### config.mk
export PLATFORM = sky130hd
export DESIGN_NAME = heart_life_sequencer_flat
export DESIGN_NICKNAME = d
export VERILOG_FILES = /design/src/rtl/heart_life_sequencer_pkg.sv /design/src/rtl/heart_life_sequencer_if.sv /design/src/rtl/heart_life_sequencer_frame_tick_gen.sv /design/src/rtl/heart_life_sequencer.sv /design/src/flat_wrapper.sv
export SDC_FILE = /design/constraint.sdc
export NUM_CORES = 1
export LEC_CHECK = 0
export ABC_AREA = 1
export BUFFER_PORTS_ARGS = -buffer_cell sky130_fd_sc_hd__buf_2
export CAP_MARGIN = 20
export CELL_PAD_IN_SITES_DETAIL_PLACEMENT = 0
export CELL_PAD_IN_SITES_GLOBAL_PLACEMENT = 1
export CORE_UTILIZATION = 36
export DETAILED_ROUTE_END_ITERATION = 8
export HOLD_SLACK_MARGIN = 0.03
export PLACE_DENSITY_LB_ADDON = 0.1
export SYNTH_ARGS = -nofsm -noshare
export SYNTH_HDL_FRONTEND = slang
export SYNTH_HIERARCHICAL = 1
export SYNTH_SLANG_ARGS = --single-unit
### constraint.sdc
create_clock -name clk -period 1.6 [get_ports clk]
set_input_delay 0.16 -clock clk [delete_from_list [all_inputs] [get_ports clk]]
set_output_delay 0.16 -clock clk [all_outputs]
set_load 0.02 [all_outputs]
### src/rtl/heart_life_sequencer_pkg.sv
// Shared types for the heart life sequencer: FSM state encoding and frame counter width.
package heart_seq_pkg;

  typedef enum logic [1:0] {
    ALIVE     = 2'd0,
    BLINK     = 2'd1,
    SHATTER   = 2'd2,
    GAME_OVER = 2'd3
  } heart_state_t;

  localparam int FRAME_CNT_W = 10;

endpackage

### src/rtl/heart_life_sequencer_if.sv
// Video-timing, game-event and status signals between the game logic and the heart sequencer.
interface heart_life_sequencer_if;

  logic [10:0] hcount_in;
  logic [9:0]  vcount_in;
  logic        valid_in;
  logic        hit_in;
  logic        restart_in;

  logic        frag_rst_out;
  logic        heart_visible_out;
  logic        shatter_active_out;
  logic [3:0]  lives_out;
  logic        game_over_out;
  logic [1:0]  state_out;

  modport master (
    output hcount_in, vcount_in, valid_in, hit_in, restart_in,
    input  frag_rst_out, heart_visible_out, shatter_active_out,
    input  lives_out, game_over_out, state_out
  );

  modport slave (
    input  hcount_in, vcount_in, valid_in, hit_in, restart_in,
    output frag_rst_out, heart_visible_out, shatter_active_out,
    output lives_out, game_over_out, state_out
  );

endinterface

### src/rtl/heart_life_sequencer_frame_tick_gen.sv
// One-cycle frame strobe at the first valid pixel of each frame; shared by frame-stepped sprites.
module frame_tick_gen (
  input  logic [10:0] hcount_in,
  input  logic [9:0]  vcount_in,
  input  logic        valid_in,
  output logic        frame_tick
);

  assign frame_tick = valid_in && (hcount_in == 11'd0) && (vcount_in == 10'd0);

endmodule

### src/rtl/heart_life_sequencer.sv
// Lives/invulnerability/shatter controller feeding the heart fragment-animation stage.
// All outputs are registered; events sampled in one cycle appear on the outputs the next.
module heart_life_sequencer
  import heart_seq_pkg::*;
#(
  parameter int LIVES             = 3,
  parameter int BLINK_FRAMES      = 120,
  parameter int BLINK_PERIOD_LOG2 = 3,
  parameter int SHATTER_FRAMES    = 240
) (
  input  logic                   clk,
  input  logic                   rst,
  heart_life_sequencer_if.slave  bus
);

  localparam logic [3:0]             LIVES_INIT   = 4'(LIVES);
  localparam logic [FRAME_CNT_W-1:0] BLINK_LAST   = FRAME_CNT_W'(BLINK_FRAMES - 1);
  localparam logic [FRAME_CNT_W-1:0] SHATTER_LAST = FRAME_CNT_W'(SHATTER_FRAMES - 1);

  heart_state_t           state_q, state_d;
  logic [3:0]             lives_q, lives_d;
  logic [FRAME_CNT_W-1:0] frame_cnt_q, frame_cnt_d;
  logic                   frag_rst_q, frag_rst_d;
  logic                   heart_visible_q, heart_visible_d;
  logic                   shatter_active_q, shatter_active_d;
  logic                   game_over_q, game_over_d;
  logic                   hit_q, hit_d;

  logic                   frame_tick_s;
  logic                   hit_rise_s;
  logic [FRAME_CNT_W-1:0] frame_cnt_inc_s;

  frame_tick_gen u_frame_tick_gen (
    .hcount_in  (bus.hcount_in),
    .vcount_in  (bus.vcount_in),
    .valid_in   (bus.valid_in),
    .frame_tick (frame_tick_s)
  );

  // Next-state logic; restart outranks hits and frame ticks in every state.
  always_comb begin
    hit_d            = bus.hit_in;
    hit_rise_s       = bus.hit_in & ~hit_q;
    frame_cnt_inc_s  = frame_cnt_q + 10'd1;

    state_d          = state_q;
    lives_d          = lives_q;
    frame_cnt_d      = frame_cnt_q;
    frag_rst_d       = frag_rst_q;
    heart_visible_d  = heart_visible_q;
    shatter_active_d = shatter_active_q;
    game_over_d      = game_over_q;

    if (bus.restart_in) begin
      state_d          = ALIVE;
      lives_d          = LIVES_INIT;
      frame_cnt_d      = 10'd0;
      frag_rst_d       = 1'b1;
      heart_visible_d  = 1'b1;
      shatter_active_d = 1'b0;
      game_over_d      = 1'b0;
    end else begin
      case (state_q)
        ALIVE: begin
          // A hit in the same cycle as a frame tick wins; the counter restarts at zero.
          if (hit_rise_s) begin
            frame_cnt_d = 10'd0;
            if (lives_q > 4'd1) begin
              state_d         = BLINK;
              lives_d         = lives_q - 4'd1;
              heart_visible_d = 1'b1;
              frag_rst_d      = 1'b1;
            end else begin
              state_d          = SHATTER;
              lives_d          = 4'd0;
              frag_rst_d       = 1'b0;
              heart_visible_d  = 1'b0;
              shatter_active_d = 1'b1;
            end
          end else begin
            heart_visible_d = 1'b1;
            frag_rst_d      = 1'b1;
          end
        end
        BLINK: begin
          if (frame_tick_s) begin
            if (frame_cnt_q == BLINK_LAST) begin
              state_d         = ALIVE;
              frame_cnt_d     = 10'd0;
              heart_visible_d = 1'b1;
            end else begin
              frame_cnt_d     = frame_cnt_inc_s;
              heart_visible_d = ~frame_cnt_inc_s[BLINK_PERIOD_LOG2];
            end
          end else begin
            frame_cnt_d = frame_cnt_q;
          end
        end
        SHATTER: begin
          if (frame_tick_s) begin
            if (frame_cnt_q == SHATTER_LAST) begin
              state_d          = GAME_OVER;
              frame_cnt_d      = 10'd0;
              shatter_active_d = 1'b0;
              game_over_d      = 1'b1;
            end else begin
              frame_cnt_d = frame_cnt_inc_s;
            end
          end else begin
            frame_cnt_d = frame_cnt_q;
          end
        end
        GAME_OVER: begin
          frag_rst_d      = 1'b0;
          heart_visible_d = 1'b0;
          game_over_d     = 1'b1;
        end
        default: begin
          state_d = ALIVE;
        end
      endcase
    end
  end

  // State and output registers with synchronous reset.
  always_ff @(posedge clk) begin
    if (rst) begin
      state_q          <= ALIVE;
      lives_q          <= LIVES_INIT;
      frame_cnt_q      <= 10'd0;
      frag_rst_q       <= 1'b1;
      heart_visible_q  <= 1'b1;
      shatter_active_q <= 1'b0;
      game_over_q      <= 1'b0;
      hit_q            <= 1'b0;
    end else begin
      state_q          <= state_d;
      lives_q          <= lives_d;
      frame_cnt_q      <= frame_cnt_d;
      frag_rst_q       <= frag_rst_d;
      heart_visible_q  <= heart_visible_d;
      shatter_active_q <= shatter_active_d;
      game_over_q      <= game_over_d;
      hit_q            <= hit_d;
    end
  end

  assign bus.state_out          = state_q;
  assign bus.lives_out          = lives_q;
  assign bus.frag_rst_out       = frag_rst_q;
  assign bus.heart_visible_out  = heart_visible_q;
  assign bus.shatter_active_out = shatter_active_q;
  assign bus.game_over_out      = game_over_q;

endmodule

### src/flat_wrapper.sv
// flat-port wrapper written by rule: the top's interface ports become plain ports
module heart_life_sequencer_flat import heart_seq_pkg::*;
#(
  parameter int LIVES             = 3,
  parameter int BLINK_FRAMES      = 120,
  parameter int BLINK_PERIOD_LOG2 = 3,
  parameter int SHATTER_FRAMES    = 240
)
  (clk, rst, bus_hcount_in, bus_vcount_in, bus_valid_in, bus_hit_in, bus_restart_in, bus_frag_rst_out, bus_heart_visible_out, bus_shatter_active_out, bus_lives_out, bus_game_over_out, bus_state_out);
  heart_life_sequencer_if bus_i ();
  input  logic clk;
  input  logic rst;
  input wire logic [$bits(bus_i.hcount_in)-1:0] bus_hcount_in;
  input wire logic [$bits(bus_i.vcount_in)-1:0] bus_vcount_in;
  input wire logic [$bits(bus_i.valid_in)-1:0] bus_valid_in;
  input wire logic [$bits(bus_i.hit_in)-1:0] bus_hit_in;
  input wire logic [$bits(bus_i.restart_in)-1:0] bus_restart_in;
  output wire logic [$bits(bus_i.frag_rst_out)-1:0] bus_frag_rst_out;
  output wire logic [$bits(bus_i.heart_visible_out)-1:0] bus_heart_visible_out;
  output wire logic [$bits(bus_i.shatter_active_out)-1:0] bus_shatter_active_out;
  output wire logic [$bits(bus_i.lives_out)-1:0] bus_lives_out;
  output wire logic [$bits(bus_i.game_over_out)-1:0] bus_game_over_out;
  output wire logic [$bits(bus_i.state_out)-1:0] bus_state_out;
  assign bus_i.hcount_in = bus_hcount_in;
  assign bus_i.vcount_in = bus_vcount_in;
  assign bus_i.valid_in = bus_valid_in;
  assign bus_i.hit_in = bus_hit_in;
  assign bus_i.restart_in = bus_restart_in;
  assign bus_frag_rst_out = bus_i.frag_rst_out;
  assign bus_heart_visible_out = bus_i.heart_visible_out;
  assign bus_shatter_active_out = bus_i.shatter_active_out;
  assign bus_lives_out = bus_i.lives_out;
  assign bus_game_over_out = bus_i.game_over_out;
  assign bus_state_out = bus_i.state_out;
  heart_life_sequencer #(.LIVES(LIVES), .BLINK_FRAMES(BLINK_FRAMES), .BLINK_PERIOD_LOG2(BLINK_PERIOD_LOG2), .SHATTER_FRAMES(SHATTER_FRAMES)) u_core (.clk(clk), .rst(rst), .bus(bus_i));
endmodule
# Yosys cells after proc, flatten, opt, wreduce, memory -nomap -nowiden

Cells that the tools add are included.

Memories: 0
Bits of input ports: 26
Memory bits (writable): 0
Memory bits (read-only): 0
Output and inout bits: 10
Bits in registers: 21
Word-level logic and storage cells: 70
Latch bits: 0

Order comparisons: 1
Reduce and logical (&&, ||, !) cells: 17
Shift-type cells: 0
Equality and inequality tests: 11
Multiply operators: 0
Add/sub/neg operators: 2
Div/mod/pow operators: 0
Bitwise operators: 3
Multiplexer cells: 28

Operator list:

| kind                                                                   | count |
|---|---|
| 10-bit 2-to-1 mux                                                      | 5 |
| 10-bit case mux with 3 select lines                                    | 1 |
| 2-bit 2-to-1 mux                                                       | 6 |
| 11-bit zero test                                                       | 1 |
| 10-bit by 1-bit adder with 10-bit output, second input constant        | 1 |
| 10-bit by 7-bit equality test with 1-bit output, second input constant | 1 |
| 10-bit by 8-bit equality test with 1-bit output, second input constant | 1 |
| 10-bit zero test                                                       | 1 |
| 1-bit 2-to-1 mux                                                       | 10 |
| 2-bit by 1-bit != test with 1-bit output, second input constant        | 5 |
| 1-bit case mux with 2 select lines                                     | 3 |
| 2-bit case mux with 3 select lines                                     | 1 |
| 6-bit AND reduction                                                    | 1 |
| 2-bit nonzero test                                                     | 3 |
| 3-bit nonzero test                                                     | 2 |
| 5-bit AND reduction                                                    | 1 |
| 2-bit equality test, second input constant                             | 2 |
| 4-bit by 1-bit > comparator with 1-bit output, second input constant   | 1 |
| 4-bit 2-to-1 mux                                                       | 1 |
| 2-bit AND reduction                                                    | 2 |
| 4-bit AND reduction                                                    | 1 |
| 4-bit by 1-bit subtractor with 4-bit output, second input constant     | 1 |
| 1-bit case mux with 3 select lines                                     | 1 |
| 3-bit AND reduction                                                    | 1 |
| 7 further kinds                                                        | 9 |

# Longest topological paths before layout

Depth after elaboration: 5
Mapped depth: 14

# Hierarchy

Netlist, hierarchy kept.

By module, submodules not included:

| module               | times used | area an instance (µm²) | cells an instance | seq. area each (µm²) |
|---|---|---|---|---|
| heart_life_sequencer | 1          | 1305.0                 | 190               | 420.4 |
| frame_tick_gen       | 1          | 82.6                   | 21                | 0.0 |

# Worst setup path before layout

OpenSTA, ideal clock, no wires.

Kind: reg2reg
From: reg u_core.state_q[0] (netlist: u_core/bus.state_out[0])
To: reg u_core.frame_cnt_q[2]
Setup slack: 0 ps
Required time: 1486 ps
Buffers on the path: 0
Data arrival time: 1486 ps
Stages on the path, launching flop included: 9
Library setup time: 114 ps
Cell sequence: dfxtp_1 -> inv_1 -> ha_1 -> o21ai_2 -> nand3_2 -> inv_2 -> nand2_1 -> xor2_1 -> nor2_1

Cells in the longest elaborated chain, start to end: 3
Elaborated cells on any way between the ends: 9
Classes of those cells: 5 x eq/ne; 1 x mux; 3 x reduce/logical

Ends and longest elaborated chain:

| element                                                                                                | RTL line                    | RTL |
|---|---|---|
| start, declared                                                                                        | heart_life_sequencer.sv:20  | `heart_state_t state_q, state_d;` |
| start signal, assigned                                                                                 | heart_life_sequencer.sv:137 | `state_q <= state_d;` |
| 2-bit by 1-bit equality test with 1-bit output (tied with other cells)                                 | heart_life_sequencer.sv:63  | `case (state_q)` |
| 2-bit by 1-bit != test with 1-bit output (no source line) / 3-bit nonzero test (equally long branches) | -                           |  |
| 4-bit AND reduction (no source line)                                                                   | -                           |  |
| end signal, assigned                                                                                   | heart_life_sequencer.sv:139 | `frame_cnt_q <= frame_cnt_d;` |
| end, declared                                                                                          | heart_life_sequencer.sv:22  | `logic [FRAME_CNT_W-1:0] frame_cnt_q, frame_cnt_d;` |

Parallel ways exist; a longest one is shown, timed or not.
A chain may end at the register's enable or synchronous reset.

# Worst setup path in the final report

Ends and elaborated chain as after synthesis.

==> Implementation_results.wiki <==
{| class="wikitable"
! Metric !! Value
|-
| Wire length on met1 || 1630 um
|-
| Vias after detailed routing || 1421
|-
| Startpoint type of the worst setup path || flip-flop
|-
| Clock tree root buffer cell || sky130_fd_sc_hd__clkbuf_8
|-
| Chip width || 64.1 um
|-
| Arrival time at the worst endpoint || 1.62 ns
|-
| Cell type contributing the most total cell area after synthesis || sky130_fd_sc_hd__dfxtp_1
|-
| Largest fanout on the critical path || 7
|-
| Routed length per placed instance || 10.7 um
|-
| Vias per cell || 4.69
|-
| Grt total ovfl || 0
|-
| DRC violations left || 0
|-
| Count of flip-flops with a built-in enable after synthesis || 0
|-
| Number of clock sinks || 21
|-
| Met3 WL || 120 um
|-
| Fraction of layout instances using a drive strength above 1 || 0.275
|-
| Final number of hold-violating endpoints || 0
|-
| Setup Viol. Count Final || 0
|-
| Most numerous cell types in the synthesized netlist || 50 x sky130_fd_sc_hd__nand2_1, 36 x sky130_fd_sc_hd__nor2_1, 27 x sky130_fd_sc_hd__inv_1
|-
| Worst Setup Path Type || flip-flop to flip-flop
|-
| Worst slew slack as a fraction of its limit || 0.793
|-
| Unrepaired setup endpoints after global routing || false
|-
| Number of H-tree levels || 1
|-
| Net count after synthesis || 244
|-
| Uppermost routed layer || met4
|-
| Number of maximum-capacitance violations || 0
|-
| Num CTS Buffers || 3
|-
| Final worst path period share || 0.913
|-
| Average instance area after synthesis || 6.58 um^2
|-
| Number of rows created at floorplan || 22
|-
| DR iter-0 viols || 65
|-
| Max Root-Sink Buffers || 2
|-
| Worst Clk Skew || 0.00182 ns
|-
| Setup TNS Final || 0 ns
|-
| Run status || completed
|-
| Worst reg2reg setup slack || 0.14 ns
|-
| Most common cell in the netlist || sky130_fd_sc_hd__nand2_1
|-
| Filler cell count in the final layout || 438
|-
| Final RePlAce weighted congestion || 0.762
|-
| Async S/R FF share, synth || 0
|-
| Aggregate routed wire length || 3240 um
|-
| Antenna violations before repair || 0
|-
| Post-Syn Area || 0.00139 mm^2
|-
| Leading register cell type out of synthesis || sky130_fd_sc_hd__dfxtp_1
|-
| Syn Inst Count || 211
|-
| Post-CTS clock slew at the launch and capture registers of the worst setup and hold paths || 0.08 ns
|-
| Synth top area cells || sky130_fd_sc_hd__dfxtp_1 30%, sky130_fd_sc_hd__nand2_1 14%, sky130_fd_sc_hd__nor2_1 9.7%
|-
| Vias in the first global route || 1280
|-
| Category of the worst setup path capture point || flip-flop
|-
| Post-detail-place hpwl || 2590 um
|-
| CTS tree || built
|-
| Maximum resistive drop on vdd || 0.362 mV
|-
| Post-route setup slack || 0.140 ns
|-
| Metal2 WL || 1440 um
|-
| Static leakage || 0.000765 uW
|-
| Fin nets || 289
|-
| Antenna Violating Nets Remaining || 0
|-
| Global routing usage summed across all routing layers || 0.173
|-
| Pre-CTS setup slack || 0.105 ns
|-
| Clock latency of the later-clocked register in the worst-skew pair || 0.26 ns
|-
| Number of buffer cells added on primary ports || 35
|-
| Data required, critical path || 1.76 ns
|-
| Layout Area Growth over Synthesis || 23.8%
|-
| Top-level port count || 36
|-
| Kind of path behind the tightest hold check || input port to flip-flop
|-
| Share of synthesized area occupied by flip-flops and latches || 0.303
|-
| Number of synthesized register bits || 21
|-
| Antenna diode count || 0
|-
| Max-slew violation total from the final report || 0
|-
| Area taken by flip-flops and latches || 423 um^2
|-
| Initial Utilization || 0.376
|-
| Detailed Routing Iterations Pass 1 || 4
|-
| Time the worst path needs with I/O delays and setup || 1.46 ns
|-
| CORE AREA || 0.00369 mm^2
|-
| Global-route wire length before repair || 5570 um
|-
| Area occupied by multi-input gates || 848 um^2
|-
| Synth Warn # || 6
|-
| Die Area || 0.00411 mm^2
|-
| Maximum clock rate || 685 MHz
|-
| Fraction of post-synthesis cell area in the top cell type by area || 0.303
|-
| Transition time at the pin with the least slew margin || 0.309 ns
|-
| Number of unique standard cell types used by synthesis || 24
|-
| Height of the die || 64.1 um
|-
| Maximum number of pins on one net before global-route repair || 13
|-
| Pwr dens || 761 mW/mm^2
|}
## critical path: stages (launching register included)
cell                      delay [ns]
sky130_fd_sc_hd__dfxtp_2        0.35
sky130_fd_sc_hd__inv_1          0.07
sky130_fd_sc_hd__ha_2           0.21
sky130_fd_sc_hd__o21ai_2        0.18
sky130_fd_sc_hd__nand3_2        0.09
sky130_fd_sc_hd__inv_2          0.16
sky130_fd_sc_hd__nand3_4        0.11
sky130_fd_sc_hd__nand2_1        0.12
sky130_fd_sc_hd__nor2_1         0.06
## sequential cells by signal, indices dropped and copies added, names as in the netlist
name                           flops
u_core/bus.lives_out               4
u_core/frame_cnt_q                10
u_core/bus.heart_visible_out       1
u_core/bus.shatter_active_out      1
u_core/bus.frag_rst_out            1
u_core/bus.game_over_out           1
u_core/bus.state_out               2
u_core/hit_q                       1
## routing by layer
layer,up-vias,GRT usage
met4,0,0.0682
met3,5,0.0179
li1,759,-
met1,626,0.232
met5,-,0
met2,31,0.281
## cell families after synthesis
family	synth area share
xor+xnor	0.0253
simple gates	0.408
compound gates	0.103
fa+ha+maj	0.0631
flops	0.303
buf+inv	0.0974
## power breakdown
| part | switching [uW] | leakage (uW) | internal [uW] |
|---|---|---|---|
| sequential | 10.9 | 0.000171 | 540 |
| clock | 180 | 0.0000255 | 174 |
| combinational | 245 | 0.000569 | 157 |
| total | 436 | 0.000765 | 871 |
## stage by stage
| stage | instance area, um^2 | hold slack, ns | power, uW | std cells | utilization |
|---|---|---|---|---|---|
| finish | 1720 | 0.0713 | 1310 | 303 | 0.466 |
| global route | 1720 | 0.0693 | 1390 | 303 | 0.466 |
| CTS | 1700 | 0.0672 | 1310 | 303 | 0.461 |
| detailed placement | 1650 | 0.353 | 954 | 299 | 0.448 |
| global placement | 1650 | 0.350 | 955 | 299 | 0.448 |
| floorplan | 1390 | 0.231 | 824 | 211 | - |
## final timing paths
kind                                                  to                startpoint  cells past startpoint
worst max-delay path               u_core/frame_cnt_q[2]   u_core/bus.state_out[0]                      8
worst min-delay path                        u_core/hit_q                       rst                      2
worst max register to register     u_core/frame_cnt_q[2]   u_core/bus.state_out[0]                      8
worst min register to register  u_core/bus.game_over_out  u_core/bus.game_over_out                      2
## layout by cell type (no fill, tap or decap), types with 2 or more instances in the layout
cell type                  count
sky130_fd_sc_hd__nand3_2       2
sky130_fd_sc_hd__nor2_2        4
sky130_fd_sc_hd__buf_2        35
sky130_fd_sc_hd__inv_2         4
sky130_fd_sc_hd__xnor2_1       2
sky130_fd_sc_hd__nand3_4       2
sky130_fd_sc_hd__dfxtp_1      19
sky130_fd_sc_hd__nand2_1      49
sky130_fd_sc_hd__inv_1        26
sky130_fd_sc_hd__nand3_1      19
sky130_fd_sc_hd__clkbuf_8      3
sky130_fd_sc_hd__nand2_4       3
sky130_fd_sc_hd__nand4_1       3
sky130_fd_sc_hd__ha_1          5
sky130_fd_sc_hd__buf_4         7
sky130_fd_sc_hd__dfxtp_2       2
sky130_fd_sc_hd__a21oi_1      10
sky130_fd_sc_hd__ha_2          2
sky130_fd_sc_hd__nor2_1       36
sky130_fd_sc_hd__a31oi_1       2
sky130_fd_sc_hd__xor2_1        2
sky130_fd_sc_hd__o21ai_0       8
## cell type report
cell class,count,share of cell area
timing repair buffer,42,0.133
inverter,30,0.0655
tap,48,0.0350
sequential,21,0.246
clock buffer,3,0.0240
multi-input combinational,158,0.494
clock inverter,1,0.00291
## repair_timing
action	4_1_cts	5_1_grt
gates resized for setup	0	8
endpoints found under the hold margin	0	0
setup buffers	0	0
hold buffers	0	0
endpoints found under the setup margin	0	9
Power figures use the tool's default switching activity.
